## src/rtl/bcd_pkg.sv

```systemverilog
// Shared definitions for the four-digit BCD countdown timer: controller states,
// digit limits and a preset validity helper.
package bcd_pkg;

    typedef enum logic [1:0] {
        ST_IDLE    = 2'd0,
        ST_RUN     = 2'd1,
        ST_HOLD    = 2'd2,
        ST_EXPIRED = 2'd3
    } state_t;

    localparam logic [3:0] BCD_MAX    = 4'd9;
    localparam int         BCD_DIGITS = 4;

    // True when every nibble of a four-digit word is a legal BCD digit.
    function automatic logic bcd_valid(input logic [15:0] value);
        logic ok;
        ok = 1'b1;
        for (int i = 0; i < BCD_DIGITS; i++) begin
            if (value[4*i +: 4] > BCD_MAX) begin
                ok = 1'b0;
            end
        end
        return ok;
    endfunction

endpackage

```

## src/rtl/bcd_down_digit.sv

```systemverilog
// One BCD down-counting digit; wraps 0 -> 9 and raises borrow_out so the next
// more significant digit decrements on the same edge.
module bcd_down_digit
    import bcd_pkg::*;
(
    input  logic       clk,
    input  logic       reset,
    input  logic       load,
    input  logic [3:0] d_in,
    input  logic       enable,
    output logic [3:0] digit,
    output logic       borrow_out
);

    always_ff @(negedge clk) begin
        if (reset) begin
            digit <= 4'd0;
        end else if (load) begin
            digit <= d_in;
        end else if (enable) begin
            digit <= (digit == 4'd0) ? BCD_MAX : digit - 4'd1;
        end
    end

    assign borrow_out = enable && (digit == 4'd0);

endmodule

```

## src/rtl/bcd_countdown_timer.sv

```systemverilog
// Four-digit BCD countdown timer: load/start/pause/tick controller driving a
// borrow chain of bcd_down_digit instances. All state changes on the falling edge.
module bcd_countdown_timer
    import bcd_pkg::*;
(
    input  logic        clk,
    input  logic        reset,
    input  logic        load,
    input  logic [15:0] preset,
    input  logic        start,
    input  logic        pause,
    input  logic        tick,
    output logic [15:0] count,
    output logic        running,
    output logic        zero,
    output logic        done,
    output logic        preset_err
);

    state_t state;

    logic preset_ok;
    logic load_ok;
    logic dec;
    logic expire;
    logic borrow_0;
    logic borrow_1;
    logic borrow_2;
    logic borrow_top_unused;

    assign preset_ok = bcd_valid(preset);
    assign load_ok   = load && preset_ok;

    // A tick only counts while already in RUN and nothing of higher priority
    // (load, pause) claims the edge; start inside RUN does not block it.
    assign dec    = (state == ST_RUN) && !load && !pause && tick;
    assign expire = dec && (count == 16'h0001);

    assign zero = (count == 16'h0000);

    bcd_down_digit u_digit_0 (
        .clk        (clk),
        .reset      (reset),
        .load       (load_ok),
        .d_in       (preset[3:0]),
        .enable     (dec),
        .digit      (count[3:0]),
        .borrow_out (borrow_0)
    );

    bcd_down_digit u_digit_1 (
        .clk        (clk),
        .reset      (reset),
        .load       (load_ok),
        .d_in       (preset[7:4]),
        .enable     (borrow_0),
        .digit      (count[7:4]),
        .borrow_out (borrow_1)
    );

    bcd_down_digit u_digit_2 (
        .clk        (clk),
        .reset      (reset),
        .load       (load_ok),
        .d_in       (preset[11:8]),
        .enable     (borrow_1),
        .digit      (count[11:8]),
        .borrow_out (borrow_2)
    );

    // The chain never borrows out of the top digit: RUN is never entered at 0000.
    bcd_down_digit u_digit_3 (
        .clk        (clk),
        .reset      (reset),
        .load       (load_ok),
        .d_in       (preset[15:12]),
        .enable     (borrow_2),
        .digit      (count[15:12]),
        .borrow_out (borrow_top_unused)
    );

    always_ff @(negedge clk) begin
        if (reset) begin
            state      <= ST_IDLE;
            running    <= 1'b0;
            done       <= 1'b0;
            preset_err <= 1'b0;
        end else begin
            done <= 1'b0;
            if (load) begin
                // An invalid preset still consumes the edge but changes nothing else.
                if (preset_ok) begin
                    state      <= ST_IDLE;
                    running    <= 1'b0;
                    preset_err <= 1'b0;
                end else begin
                    preset_err <= 1'b1;
                end
            end else begin
                case (state)
                    ST_IDLE: begin
                        if (start && !zero) begin
                            state   <= ST_RUN;
                            running <= 1'b1;
                        end
                    end
                    ST_RUN: begin
                        if (pause) begin
                            state   <= ST_HOLD;
                            running <= 1'b0;
                        end else if (expire) begin
                            state   <= ST_EXPIRED;
                            running <= 1'b0;
                            done    <= 1'b1;
                        end
                    end
                    ST_HOLD: begin
                        if (start) begin
                            state   <= ST_RUN;
                            running <= 1'b1;
                        end
                    end
                    ST_EXPIRED: begin
                        state   <= ST_EXPIRED;
                        running <= 1'b0;
                    end
                    default: begin
                        state   <= ST_IDLE;
                        running <= 1'b0;
                    end
                endcase
            end
        end
    end

endmodule

```

## config.mk

```make
export PLATFORM = sky130hd
export DESIGN_NAME = bcd_countdown_timer
export DESIGN_NICKNAME = d
export VERILOG_FILES = /design/src/rtl/bcd_pkg.sv /design/src/rtl/bcd_down_digit.sv /design/src/rtl/bcd_countdown_timer.sv
export SDC_FILE = /design/constraint.sdc
export NUM_CORES = 1
export LEC_CHECK = 0
export CAP_MARGIN = 20
export CORE_UTILIZATION = 43
export CTS_BUF_LIST = sky130_fd_sc_hd__clkbuf_8
export DETAILED_ROUTE_END_ITERATION = 10
export HOLD_SLACK_MARGIN = 0.1
export PLACE_DENSITY_LB_ADDON = 0.08
export SLEW_MARGIN = 20
export SYNTH_ARGS = -nofsm -noshare
export SYNTH_HDL_FRONTEND = slang
export SYNTH_HIERARCHICAL = 1
export SYNTH_SLANG_ARGS = --single-unit
```

## constraint.sdc

```tcl
create_clock -name clk -period 3.3 [get_ports clk]
set_input_delay 0.66 -clock clk [delete_from_list [all_inputs] [get_ports clk]]
set_output_delay 0.66 -clock clk [all_outputs]
set_load 0.05 [all_outputs]
```

==> results by stage, run 1 <==
Status:
- The flow did not finish.
- The terminating stage of the flow is global routing (5_1_grt).
- The first error in the log reads "[ERROR DPL-0038] Utilization greater than 100%, impossible to legalize".

Clock network:
- The TritonCTS sink count is 21.
- The library cell used as clock root buffer is sky130_fd_sc_hd__clkbuf_8.
- The number of H-tree levels is 1.
- The buffer depth of the longest clock path is 2.
- The number of buffers added by the clock tree synthesis step is 3.

Placed design:
- The number of input and output port buffers inserted is 41.
- The final estimated routing congestion in global placement is 0.887.
- The HPWL reported at the end of detailed placement is 3310 um.
- The cell count after placement is 254.

Synthesis:
- In the synthesized netlist, the number of instances is 144.
- The average cell area after synthesis is 8.80 um2.
- When the netlist entered floorplanning its net count stood at 166.
- The Yosys step of the flow raised 6 warnings.
- The netlist area before placement is 1270 um2.

STA:
- The endpoint with the least setup slack after the last global-route repair is u_digit_3/digit[3]$_SDFFE_NP0P_/D.
- After the last repair the worst path ends at a register data pin.

Die:
- The starting density of the core is 0.456.
- The total number of placement rows is 19.
- The horizontal die dimension is 56.3 um.
- 42 I/O pins were placed.
- The height of the chip is 56.3 um.

Global routing:
- The pin count of the biggest net entering global routing is 15.
metrics by stage:
stage | instance area [um2] | setup WS (ns) | hold slack, ns | utilization
2_1_floorplan | 1360 | -1.48 | 0.585 | -
3_3_place_gp | 2300 | -1.73 | 0.516 | 0.826
3_5_place_dp | 2300 | -1.94 | 0.534 | 0.826
4_1_cts | 2630 | -1.18 | 0.538 | 0.947
repair_timing:
action / CTS
pin swaps: 26
buffers inserted: 17
gates cloned: 1
setup endpoints to repair: 29
hold buffers: 0
gates resized for setup: 84
==> run 2, diff against run 1 <==
--- a/config.mk
+++ b/config.mk
@@ -6,11 +6,9 @@
 export NUM_CORES = 1
 export LEC_CHECK = 0
 export CAP_MARGIN = 20
-export CORE_UTILIZATION = 43
-export CTS_BUF_LIST = sky130_fd_sc_hd__clkbuf_8
+export CORE_UTILIZATION = 35
 export DETAILED_ROUTE_END_ITERATION = 10
-export HOLD_SLACK_MARGIN = 0.1
-export PLACE_DENSITY_LB_ADDON = 0.08
+export PLACE_DENSITY_LB_ADDON = 0.15
 export SLEW_MARGIN = 20
 export SYNTH_ARGS = -nofsm -noshare
 export SYNTH_HDL_FRONTEND = slang
==> constraint.sdc (replaced) <==
create_clock -name clk -period 4.3 [get_ports clk]
set_input_delay 0.86 -clock clk [delete_from_list [all_inputs] [get_ports clk]]
set_output_delay 0.86 -clock clk [all_outputs]
set_load 0.05 [all_outputs]
==> results by stage, run 2 <==
Detailed routing:
- The first TritonRoute pass finished after 4 iterations.
- The detailed router finished its first iteration with 78 violations.
- The post-detailed-route wirelength per cell is 14.3 um.
- The ratio of routed vias to standard cells is 5.04.
- Once detail routing completed, the nets flagged for antenna violations numbered 0.
- The final routed wirelength across all metal layers is 4290 um.
- The via count is 1518.
- The final routed DRC violation total is 0.

Job:
- Across the run, the number of max-cap violations was 0.

Critical path:
- The worst setup path is captured at a flip-flop.
- Across all register-to-register paths, the minimum setup slack is 1.50 ns.
- The worst register-to-register path ends at u_digit_3/digit[3].
- The startpoint of the lowest-slack register-to-register path is state[0].
- The data required time of the worst path is 2.44 ns.
- The worst endpoint data arrival time is 3.25 ns.
- The critical path class is in2reg.
- The depth of the worst register-to-register path is 12.
- The maximum fanout count along the critical path is 2.
- The sort of element at the start of the critical path is an input pin.

Global routing:
- The global route total overflow is 0.
- Entering global routing, the biggest net connects 17 pins.
- The number of antenna violations at the first check in global routing was 0.
- The number of global-route vias before repair came to 1615.
- The total track usage is 0.221.
- The first global-routing pass estimated 6880 um of wire.

STA:
- The worst-case clock skew is 0.0156 ns.
- In the post-route analysis, the smallest setup slack over all paths is -0.801 ns.
- Setup repair after global routing could not meet its margin everywhere.
- Setup violations remaining at the end of the flow were counted as 10.
- In this run the tightest slew margin relative to its limit is 0.815.
- The hold violation count in the final report is 0.
- The slew at the pin with the worst max-slew slack is 0.277 ns.
- The final-report max-slew violation count was 0.
- The final hold slack is 0.545 ns.

Power and ir drop:
- The cell area power density is 254 nW/um2.
- Across the VDD grid, the largest voltage drop is 179 uV.
- In this run the static leakage power is 0.00108 uW.

Die:
- The starting density of the core is 0.374 (-0.0818).
- The core region is 3390 um2.
- The height of the chip came to 62.2 um (+10%).
- The floorplan step defined a die boundary enclosing 3870 um2.
- The count of boundary I/O pins is 42 (unchanged).
- The total number of placement rows was 21 (+2).
- The horizontal die dimension was 62.2 um (+10%).

Clock network:
- The number of H-tree levels is 1 (unchanged).
- The buffer depth of the longest clock path is 2 (unchanged).
- The library cell used as clock root buffer is sky130_fd_sc_hd__clkbuf_4.
- TritonCTS built the clock tree.
- The number of buffers added by the clock tree synthesis step is 3 (unchanged).
- The TritonCTS sink count is 21 (unchanged).
- The hold buffer count at CTS came to 0 (unchanged).
- The clock insertion delay at the later pin of the skew report is 0.39 ns.
- After clock tree synthesis, the clock-pin slew on the worst setup and hold paths is 0.04 ns.

Synthesis:
- The netlist area before placement is 1270 um2 (unchanged).
- The average cell area after synthesis is 8.80 um2 (unchanged).
- The count of warnings emitted by yosys is 6 (unchanged).
- The synthesized netlist cell count is 144 (unchanged).
- The net count after synthesis is 166 (unchanged).

Worst hold path:
- The startpoint identified for the worst hold timing path is preset_err.
- The worst hold endpoint is preset_err.
- The hold-critical path depth is 2.
- The kind of path behind the tightest hold check is reg2reg.

Placed design:
- The final estimated routing congestion in global placement was 0.895 (+0.85%).
- The number of input and output port buffers inserted is 41 (unchanged).
- The HPWL reported at the end of detailed placement was 3210 um (-2.8%).
- The cell count after placement is 272 (+7.1%).
- The pre-CTS setup slack is -1.53 ns (+0.404 ns).

Cells and area:
- The net count of the finished layout is 278.
- The final cell count without fillers is 301.
- The fraction of layout cells with a size suffix above 1 is 0.459.
- The post-layout utilization of the core is 0.737.
- Leaving out fill and tap cells, the most frequent cell in the layout is sky130_fd_sc_hd__buf_4.
- The count of antenna diodes in the layout is 0.
- The growth of design area from synthesis to finish is 97.1%.
- In the layout the commonest cells are 50 x sky130_fd_sc_hd__buf_4, 32 x sky130_fd_sc_hd__inv_1, 18 x sky130_fd_sc_hd__dfxtp_1, 18 x sky130_fd_sc_hd__clkdlybuf4s50_1, 17 x sky130_fd_sc_hd__buf_12.

Status:
- The run finished, with violations left.
- The checks that failed: setup timing.
## run 2: worst max-delay path by stage
stage | startpoint | end | slack, ns | cells past startpoint
global route | load | u_digit_3/digit[2] | -0.95 | 13
CTS | load | u_digit_3/digit[2] | -0.84 | 13
global placement | pause | u_digit_3/digit[1] | -1.42 | 11
detailed placement | tick | u_digit_3/digit[1] | -1.53 | 12
finish | load | u_digit_3/digit[3] | -0.80 | 13
floorplan | load | u_digit_3/digit[1] | -1.20 | 11
## run 2: metrics by stage
| stage | setup TNS, ns | power, uW | area, um2 |
|---|---|---|---|
| after CTS | -4.85 | 637 | 2440 |
| after detailed placement | -15.73 | 484 | 2250 |
| after global placement | -14.42 | 480 | 2250 |
| after floorplan | -7.20 | 365 | 1320 |
| after global routing | -6.12 | 677 | 2500 |
| final | -4.96 | 634 | 2500 |
## run 2: area by class of cell
cell class,count,area [um2]
inverter,12,45.0
sequential,21,424
fill,246,891
clock inverter,22,82.6
tap,46,57.6
multi-input combinational,106,916
clock buffer,3,22.5
timing repair buffer,91,951
## run 2: metal layers
metal  vias to the layer above  share of wire  wire length (um)  track usage
li1                        740              -                 -            -
met1                       723           0.41              1780        0.260
met2                        53           0.52              2220        0.380
met3                         2          0.063               271       0.0607
met4                         0         0.0033                14       0.0843
met5                         -              0                 0            0
## run 2: what timing repair did
item                                    in CTS  in global routing
endpoints found under the setup margin      15                 17
pin swaps                                   15                 14
buffers inserted                            18                  5
resized for setup                           26                 15
hold endpoints to repair                     0                  0
## run 2: power by group
group | switching [uW] | total, uW | leakage [uW] | internal [uW]
sequential | 13.3 | 221 | 0.000172 | 207
clock | 116 | 176 | 0.000131 | 59.1
combinational | 118 | 238 | 0.000775 | 120
total | 248 | 634 | 0.00108 | 386
## run 2: critical path, stage by stage
cell and delay, ns:
sky130_fd_sc_hd__buf_6 0.09, sky130_fd_sc_hd__nand2b_4 0.14, sky130_fd_sc_hd__nor4_4 0.17, sky130_fd_sc_hd__nor4b_4 0.26
sky130_fd_sc_hd__nor2b_4 0.19, sky130_fd_sc_hd__nor4b_4 0.22, sky130_fd_sc_hd__nor2b_4 0.22, sky130_fd_sc_hd__nor4b_4 0.23
sky130_fd_sc_hd__nor2b_4 0.21, sky130_fd_sc_hd__buf_6 0.11, sky130_fd_sc_hd__nor4b_4 0.22, sky130_fd_sc_hd__xnor2_1 0.12
sky130_fd_sc_hd__a211oi_2 0.19
No activity file was read; power rests on OpenSTA's default activity.
